<file path="config.mk">
export PLATFORM = sky130hd
export DESIGN_NAME = alu_ctrl_stage_flat
export DESIGN_NICKNAME = d
export VERILOG_FILES = /design/src/rtl/alu_ctrl_stage_if.sv /design/src/rtl/alu_ctrl_stage.sv /design/src/flat_wrapper.sv
export SDC_FILE = /design/constraint.sdc
export NUM_CORES = 1
export LEC_CHECK = 0
export BUFFER_PORTS_ARGS = -buffer_cell sky130_fd_sc_hd__buf_2
export CORE_MARGIN = 3
export CORE_UTILIZATION = 54
export CTS_CLUSTER_SIZE = 12
export DETAILED_ROUTE_END_ITERATION = 7
export PLACE_DENSITY_LB_ADDON = 0.25
export SLEW_MARGIN = 20
export SYNTH_ARGS = -nofsm -noshare
export SYNTH_HDL_FRONTEND = slang
export SYNTH_SLANG_ARGS = --single-unit
</file>
<file path="constraint.sdc">
create_clock -name clk -period 5 [get_ports clk]
set_clock_uncertainty 0.1 [all_clocks]
set_input_delay 0.5 -clock clk [delete_from_list [all_inputs] [get_ports clk]]
set_output_delay 0.5 -clock clk [all_outputs]
set_load 0.005 [all_outputs]
</file>
<file path="src/rtl/alu_ctrl_stage_if.sv">
// Handshake and decode bus between instruction decode, the ALU-control
// stage and execute. The stage itself connects through the slave modport.
interface alu_ctrl_stage_if #(
  parameter int OP_W = 4
);
  logic            in_valid;
  logic            in_ready;
  logic [1:0]      alu_sel;
  logic [5:0]      funct;
  logic [5:0]      opcode;
  logic            flush;
  logic            out_valid;
  logic            out_ready;
  logic [OP_W-1:0] alu_op;
  logic [1:0]      md_op;
  logic            md_signed;
  logic            illegal;
  logic            busy;
  logic            md_done;

  modport master (
    output in_valid, alu_sel, funct, opcode, flush, out_ready,
    input  in_ready, out_valid, alu_op, md_op, md_signed, illegal, busy, md_done
  );

  modport slave (
    input  in_valid, alu_sel, funct, opcode, flush, out_ready,
    output in_ready, out_valid, alu_op, md_op, md_signed, illegal, busy, md_done
  );
endinterface

</file>
<file path="src/rtl/alu_ctrl_stage.sv">
// Registered ALU-control stage: decodes ALUOp/funct/opcode into an ALU
// operation, flags illegal encodings and stalls upstream while a
// multiply/divide occupies the execute unit.
module alu_ctrl_stage #(
  parameter int OP_W    = 4,
  parameter int MUL_LAT = 4,
  parameter int DIV_LAT = 32
) (
  input logic               clk,
  input logic               rst_n,
  alu_ctrl_stage_if.slave   bus
);

  localparam logic [OP_W-1:0] ALU_AND = OP_W'(4'b0000);
  localparam logic [OP_W-1:0] ALU_OR  = OP_W'(4'b0001);
  localparam logic [OP_W-1:0] ALU_ADD = OP_W'(4'b0010);
  localparam logic [OP_W-1:0] ALU_XOR = OP_W'(4'b0011);
  localparam logic [OP_W-1:0] ALU_SUB = OP_W'(4'b0110);
  localparam logic [OP_W-1:0] ALU_SLT = OP_W'(4'b0111);
  localparam logic [OP_W-1:0] ALU_SLL = OP_W'(4'b1000);
  localparam logic [OP_W-1:0] ALU_SRL = OP_W'(4'b1001);
  localparam logic [OP_W-1:0] ALU_SRA = OP_W'(4'b1010);
  localparam logic [OP_W-1:0] ALU_NOR = OP_W'(4'b1100);

  localparam logic [1:0] MD_NONE = 2'b00;
  localparam logic [1:0] MD_MUL  = 2'b01;
  localparam logic [1:0] MD_DIV  = 2'b10;

  localparam logic [5:0] MUL_LOAD = 6'(MUL_LAT);
  localparam logic [5:0] DIV_LOAD = 6'(DIV_LAT);

  logic            out_valid_q, out_valid_d;
  logic [OP_W-1:0] alu_op_q, alu_op_d;
  logic [1:0]      md_op_q, md_op_d;
  logic            md_signed_q, md_signed_d;
  logic            illegal_q, illegal_d;
  logic [5:0]      cnt_q, cnt_d;

  logic [OP_W-1:0] dec_alu_op;
  logic [1:0]      dec_md_op;
  logic            dec_md_signed;
  logic            dec_illegal;
  logic            in_ready;
  logic            accept;

  assign in_ready = (!out_valid_q || bus.out_ready) && (cnt_q == 6'd0) && !bus.flush;
  assign accept   = bus.in_valid && in_ready;

  // Translate ALUOp plus funct/opcode into the ALU operation and MD class.
  always_comb begin
    dec_alu_op    = ALU_ADD;
    dec_md_op     = MD_NONE;
    dec_md_signed = 1'b0;
    dec_illegal   = 1'b0;
    case (bus.alu_sel)
      2'b00: dec_alu_op = ALU_ADD;
      2'b01: dec_alu_op = ALU_SUB;
      2'b10: begin
        case (bus.funct)
          6'b100100: dec_alu_op = ALU_AND;
          6'b100101: dec_alu_op = ALU_OR;
          6'b100110: dec_alu_op = ALU_XOR;
          6'b100111: dec_alu_op = ALU_NOR;
          6'b100000, 6'b100001: dec_alu_op = ALU_ADD;
          6'b100010, 6'b100011: dec_alu_op = ALU_SUB;
          6'b101010: dec_alu_op = ALU_SLT;
          6'b000000: dec_alu_op = ALU_SLL;
          6'b000010: dec_alu_op = ALU_SRL;
          6'b000011: dec_alu_op = ALU_SRA;
          6'b011000, 6'b011001: begin
            dec_md_op     = MD_MUL;
            dec_md_signed = ~bus.funct[0];
          end
          6'b011010, 6'b011011: begin
            dec_md_op     = MD_DIV;
            dec_md_signed = ~bus.funct[0];
          end
          default: dec_illegal = 1'b1;
        endcase
      end
      default: begin
        case (bus.opcode)
          6'b001100: dec_alu_op = ALU_AND;
          6'b001101: dec_alu_op = ALU_OR;
          6'b001110: dec_alu_op = ALU_XOR;
          6'b001000, 6'b001001: dec_alu_op = ALU_ADD;
          6'b001010: dec_alu_op = ALU_SLT;
          default: dec_illegal = 1'b1;
        endcase
      end
    endcase
  end

  // Next state of the output register and the MD busy counter.
  always_comb begin
    out_valid_d = out_valid_q;
    alu_op_d    = alu_op_q;
    md_op_d     = md_op_q;
    md_signed_d = md_signed_q;
    illegal_d   = illegal_q;
    cnt_d       = cnt_q;
    if (bus.flush) begin
      out_valid_d = 1'b0;
      cnt_d       = 6'd0;
    end else if (accept) begin
      out_valid_d = 1'b1;
      alu_op_d    = dec_alu_op;
      md_op_d     = dec_md_op;
      md_signed_d = dec_md_signed;
      illegal_d   = dec_illegal;
      if (dec_md_op == MD_MUL) begin
        cnt_d = MUL_LOAD;
      end else if (dec_md_op == MD_DIV) begin
        cnt_d = DIV_LOAD;
      end
    end else begin
      if (out_valid_q && bus.out_ready) begin
        out_valid_d = 1'b0;
      end
      if (cnt_q != 6'd0) begin
        cnt_d = cnt_q - 6'd1;
      end
    end
  end

  // Output register and counter; reset clears everything at once.
  always_ff @(posedge clk or negedge rst_n) begin
    if (!rst_n) begin
      out_valid_q <= 1'b0;
      alu_op_q    <= ALU_ADD;
      md_op_q     <= MD_NONE;
      md_signed_q <= 1'b0;
      illegal_q   <= 1'b0;
      cnt_q       <= 6'd0;
    end else begin
      out_valid_q <= out_valid_d;
      alu_op_q    <= alu_op_d;
      md_op_q     <= md_op_d;
      md_signed_q <= md_signed_d;
      illegal_q   <= illegal_d;
      cnt_q       <= cnt_d;
    end
  end

  assign bus.in_ready  = in_ready;
  assign bus.out_valid = out_valid_q;
  assign bus.alu_op    = alu_op_q;
  assign bus.md_op     = md_op_q;
  assign bus.md_signed = md_signed_q;
  assign bus.illegal   = illegal_q;
  assign bus.busy      = (cnt_q != 6'd0);
  assign bus.md_done   = (cnt_q == 6'd1) && !bus.flush;

endmodule
</file>
<file path="src/flat_wrapper.sv">
// flat-port wrapper written by rule: the top's interface ports become plain ports
module alu_ctrl_stage_flat 
#(
  parameter int OP_W    = 4,
  parameter int MUL_LAT = 4,
  parameter int DIV_LAT = 32
)
  (clk, rst_n, bus_in_valid, bus_alu_sel, bus_funct, bus_opcode, bus_flush, bus_out_ready, bus_in_ready, bus_out_valid, bus_alu_op, bus_md_op, bus_md_signed, bus_illegal, bus_busy, bus_md_done);
  alu_ctrl_stage_if #(.OP_W(OP_W)) bus_i ();
  input logic clk;
  input logic rst_n;
  input wire logic [$bits(bus_i.in_valid)-1:0] bus_in_valid;
  input wire logic [$bits(bus_i.alu_sel)-1:0] bus_alu_sel;
  input wire logic [$bits(bus_i.funct)-1:0] bus_funct;
  input wire logic [$bits(bus_i.opcode)-1:0] bus_opcode;
  input wire logic [$bits(bus_i.flush)-1:0] bus_flush;
  input wire logic [$bits(bus_i.out_ready)-1:0] bus_out_ready;
  output wire logic [$bits(bus_i.in_ready)-1:0] bus_in_ready;
  output wire logic [$bits(bus_i.out_valid)-1:0] bus_out_valid;
  output wire logic [$bits(bus_i.alu_op)-1:0] bus_alu_op;
  output wire logic [$bits(bus_i.md_op)-1:0] bus_md_op;
  output wire logic [$bits(bus_i.md_signed)-1:0] bus_md_signed;
  output wire logic [$bits(bus_i.illegal)-1:0] bus_illegal;
  output wire logic [$bits(bus_i.busy)-1:0] bus_busy;
  output wire logic [$bits(bus_i.md_done)-1:0] bus_md_done;
  assign bus_i.in_valid = bus_in_valid;
  assign bus_i.alu_sel = bus_alu_sel;
  assign bus_i.funct = bus_funct;
  assign bus_i.opcode = bus_opcode;
  assign bus_i.flush = bus_flush;
  assign bus_i.out_ready = bus_out_ready;
  assign bus_in_ready = bus_i.in_ready;
  assign bus_out_valid = bus_i.out_valid;
  assign bus_alu_op = bus_i.alu_op;
  assign bus_md_op = bus_i.md_op;
  assign bus_md_signed = bus_i.md_signed;
  assign bus_illegal = bus_i.illegal;
  assign bus_busy = bus_i.busy;
  assign bus_md_done = bus_i.md_done;
  alu_ctrl_stage #(.OP_W(OP_W), .MUL_LAT(MUL_LAT), .DIV_LAT(DIV_LAT)) u_core (.clk(clk), .rst_n(rst_n), .bus(bus_i));
endmodule
</file>
* Word level (Yosys, flattened, before mapping)
Cells that the tools add are included.
Cells by class: add/sub/neg operators 1, $mul 0, div/mod/pow operators 0, order comparisons 0, eq/ne operators 27, shift operators 0, multiplexer cells 18, bitwise operators 2, reductions and logical operators 23
Operators with widths (number):
- 6-bit equality test, second input constant | 9
- 6-bit by 4-bit equality test with 1-bit output, second input constant | 6
- 4-bit one-hot mux with 9 select lines | 1
- 6-bit two-way mux | 5
- 6-bit by 5-bit equality test with 1-bit output, second input constant | 4
- 16-bit OR reduction | 1
- 6-bit by 2-bit equality test with 1-bit output, second input constant | 2
- 6-bit zero test | 2
- 3-bit one-hot mux with 4 select lines | 1
- 4-bit one-hot mux with 3 select lines | 1
- 2-bit OR reduction | 4
- 1-bit two-way mux | 7
- 6-bit by 1-bit equality test with 1-bit output, second input constant | 1
- 3-bit nonzero test | 2
- 6-bit nonzero test | 1
- 6-bit OR reduction | 1
- 6-bit by 1-bit subtractor with 6-bit output, second input constant | 1
- 1-bit logical AND | 5
- 2-bit by 1-bit equality test with 1-bit output, second input constant | 2
- 2-bit equality test, second input constant | 2
- 4-bit inequality test, second input constant | 1
- 2-bit one-hot mux with 2 select lines | 1
- 2-bit AND reduction | 2
- 4-bit OR reduction | 1
- other kinds (6) | 8
Storage, ports and cells: bits in registers 15, bits in latches 0, bits in writable memories 0, ROM bits 0, input bits 19, output and inout port bits 12, logic and storage cells 77, memories kept 0

* Depth between registers and ports, before layout
depth after elaboration 9, mapped depth 7, depth with buffers taken out 6

* Worst setup path after synthesis
No wires, ideal clock.
path kind input-to-reg, from input bus_funct[2], to register u_core.cnt_q[5], setup time 0.095 ns, arrival time 1.696 ns, data required time 4.805 ns, path slack 3.109 ns, cell stages on the path 5, buffers on the path 1, path through buf_2 -> nor4bb_1 -> nand4_1 -> or4_1 -> o31ai_1
Between the ends: word-level cells in the longest chain between the ends 8, elaborated cells on any way between the ends 15, classes of those cells eq/ne: 7; mux: 5; reduce/logical: 3
RTL lines:
- from (decl) | line flat_wrapper.sv:14 | input wire logic [$bits(bus_i.funct)-1:0] bus_funct;
- 6-bit by 5-bit equality test with 1-bit output | line alu_ctrl_stage.sv:59 | case (bus.funct)
- 2-bit OR reduction
- 2-bit one-hot mux with 2 select lines * | line alu_ctrl_stage.sv:59
- 2-bit two-way mux * | line alu_ctrl_stage.sv:55 | case (bus.alu_sel)
- 2-bit by 1-bit equality test with 1-bit output | line alu_ctrl_stage.sv:111 | if (dec_md_op == MD_MUL) begin
- 6-bit two-way mux | line alu_ctrl_stage.sv:111
- 6-bit two-way mux | line alu_ctrl_stage.sv:105 | end else if (accept) begin
- 6-bit two-way mux | line alu_ctrl_stage.sv:102 | if (bus.flush) begin
- to (signal assigned) | line alu_ctrl_stage.sv:141 | cnt_q <= cnt_d;
- to (decl) | line alu_ctrl_stage.sv:37 | logic [5:0] cnt_q, cnt_d;
Every way passes the cells marked *; elsewhere a longest branch is shown, timed or not. A chain may end at the register's enable or synchronous reset.

* Worst setup path after layout
from register u_core.cnt_q[2], to output bus_busy
Between the ends: word-level cells in the longest chain between the ends 1
RTL lines:
- 6-bit nonzero test | line alu_ctrl_stage.sv:151 | assign bus.busy = (cnt_q != 6'd0);
- to (decl) | line flat_wrapper.sv:24 | output wire logic [$bits(bus_i.busy)-1:0] bus_busy;
Every way passes these cells.

==> reports/metrics.cfg <==
[yosys]
netlist-cell-type-count=44
synth_edf_count=0
synthArstFlopShare_pct=100
synth_xor_area_share_pct=4.27
synthesis.nets=138
synthAdderAreaFrac_pct=3.66
yosys_warnings=0
synth-compound-area-share_pct=17.0
syn_inst=116
synth_mux_area_share_pct=0.977
synth_ff_type=dfrtp_1
synthSimpleGateAreaFrac_pct=31.4
synth_top_family_by_area=simple AND/OR/NAND/NOR gates
synth-seq-cells=15
syn-cell-area_um2=1020
seq_area_frac_synth_pct=36.8
avgSynthCellArea_um2=8.83

[sta]
holdWs_ns=-0.00328
maxSlewViolCount=0
period_minus_slack_ns=2.27
fmax_mhz=440
tightestPinTransition_ns=0.531
post-route-period-util_pct=45.5
relSlewSlack_pct=64.1
setup_tns_ns=0
setup_violations=0
hold_viol_final=6
rsz0062_at_grt=false

[finish]
fillCellCount=183
drive_gt1_share_pct=26.8
regArea_um2=377
fin_nets=165
antenna_cells=0
multi_input_comb_area_um2=587
syn_to_final_growth_pct=16.4
fin_util_pct=67.6

[critical_path]
crit_path_end_kind=output pin
criticalPathCategory=register to output pin
start_kind=register
path_max_fanout=6
r2r_slack_ns=2.95
timing.rr.start=u_core.cnt_q[0]
rr_endpoint=u_core.bus.alu_op[3]
reg2regPathDepth=6
crit_arrival_ns=1.67
cp.required_ns=4.40

[cts]
h-tree-depth=1
insertion_delay_ns=0.28
clkTransAtPathRegs_ns=0.09
cts_inserted_buffers=3
cts_buffer_depth=2
cts_tree=built
post_cts_buffers=0
root_buffer=clkbuf_4
holdBufCountCts=0
cts.sinks=15
ctsResizeCount=0

[global_routing]
grt_pass1_wl_um=3990
grt_pass1_vias=941
antenna_found_initial=0
grt-ovfl-total=0
track_usage_pct=21.4
grt_max_degree=16

[floorplan]
initial_utilization_pct=58.1
core_um2=1760
die_area_um2=2460
row_count=15
die_h_um=49.6
fp.dieW_um=49.6
io_pins=31

[power]
power_frac_clock_pct=13.1
p_comb_share_pct=49.0
power.total_mw=0.521
powerDensity_nw_per_um2=437
p_int_mw=0.308
peakVddDrop_mv=0.193
seqPwrFrac_pct=38.0
switching_share_pct=40.9
p_leak_nw=0.552
p_switching_mw=0.213

[flow_run]
maxCapViolations=0

[route]
vias=972
viasPerCell=5.82
ant_nets=0
first_pass_iters=4
route.detailed.drc=0
routed_wirelength_um=2310
post_drt_wl_per_cell_um=13.8
initialDrtViolationCount=35

[placement]
port_buffers=30
place_congestion=0.884
dp.final_hpwl_um=1810

[outcome]
outcome=finished with violations
failed_checks=negative hold slack

[min_path]
hold_class=input pin to async pin

registers in the layout (all words and copies together) (netlist names):
register / cells
u_core.bus.alu_op: 4
u_core.bus.illegal: 1
u_core.bus.md_op: 2
u_core.bus.md_signed: 1
u_core.bus.out_valid: 1
u_core.cnt_q: 6
synth_stat cells (2+ instances only):
| master | number | area share (%) |
|---|---|---|
| dfrtp_1 | 14 | 34 |
| nand2_1 | 10 | 3.7 |
| a21oi_1 | 7 | 3.4 |
| nand2b_1 | 6 | 3.7 |
| nor2_1 | 6 | 2.2 |
| nor3_1 | 6 | 2.9 |
| o31ai_1 | 6 | 4.4 |
| clkbuf_1 | 5 | 1.8 |
| inv_1 | 4 | 1.5 |
| a31oi_1 | 3 | 1.8 |
| ha_1 | 3 | 3.7 |
| nand3_1 | 3 | 1.5 |
| nor2b_1 | 3 | 1.8 |
| nor3b_1 | 3 | 2.2 |
| xor2_1 | 3 | 2.6 |
| buf_2 | 2 | 0.98 |
| nand4_1 | 2 | 1.2 |
| o21ai_0 | 2 | 0.98 |
| o41ai_1 | 2 | 1.7 |
| xnor2_1 | 2 | 1.7 |
placed cells by master, fill, tap and decap left out, drive strengths merged, types with 4 or more instances in the layout:
cell,count
a21oi,7
buf,30
clkbuf,4
dfrtp,14
inv,5
nand2,10
nand2b,6
nor2,6
nor3,6
o31ai,6
per-layer routing:
layer,track usage (%),up-vias,share of wire (%)
li1,-,474,-
met4,13.4,0,3.4
met2,37.9,31,51
met1,23.7,460,41
met5,0,-,0
met3,3.02,7,4.9
worst max path at each step:
stage | from | end | slack [ns] | depth (start not counted)
2_1_floorplan | bus_funct[2] | u_core.cnt_q[5] | 3.11 | 5
3_3_place_gp | bus_funct[5] | u_core.cnt_q[5] | 2.91 | 5
3_5_place_dp | bus_funct[5] | u_core.cnt_q[5] | 2.86 | 5
4_1_cts | u_core.cnt_q[2] | bus_busy | 2.71 | 4
5_1_grt | u_core.cnt_q[2] | bus_busy | 2.61 | 4
6_report | u_core.cnt_q[2] | bus_busy | 2.73 | 4
area by class of cell:
cell class | instances | area share (%)
Timing Repair Buffer | 30 | 12.6
Multi-Input combinational cell | 88 | 49.2
Clock buffer | 4 | 2.20
Tap cell | 25 | 2.62
Sequential cell | 15 | 31.6
Inverter | 5 | 1.78
worst max-delay path, cell delays in order, from the launching register on:
cell	delay (ns)
dfrtp_1	0.44
nor4_4	0.39
and2_1	0.35
inv_4	0.08
buf_2	0.13
stage by stage:
stage,std cells,hold WS [ns],worst slack (ns),cell area [µm²]
after floorplan,116,0.104,3.11,1020
after global placement,163,0.319,2.91,1170
after detailed placement,163,0.314,2.86,1170
after CTS,167,0.00378,2.71,1190
after global routing,167,0.00473,2.61,1190
final,167,-0.00328,2.73,1190
cells by family after synthesis:
group                      Yosys count
buffers and inverters               13
xor gates and xnor gates             5
muxes                                1
adders and majority gates            3
AOI/OAI and AO/OA                   26
DFF                                 15
and+or+nand+nor                     53
power by group through the flow:
stage	clock network [mW]	registers, mW	logic, mW
4_1_cts	0.0700	0.198	0.258
6_report	0.0681	0.198	0.255
3_5_place_dp	0	0.200	0.255
3_3_place_gp	0	0.197	0.246
2_1_floorplan	0	0.195	0.197
5_1_grt	0.0755	0.203	0.292
Note: power is estimated with default switching activity, not from simulation.
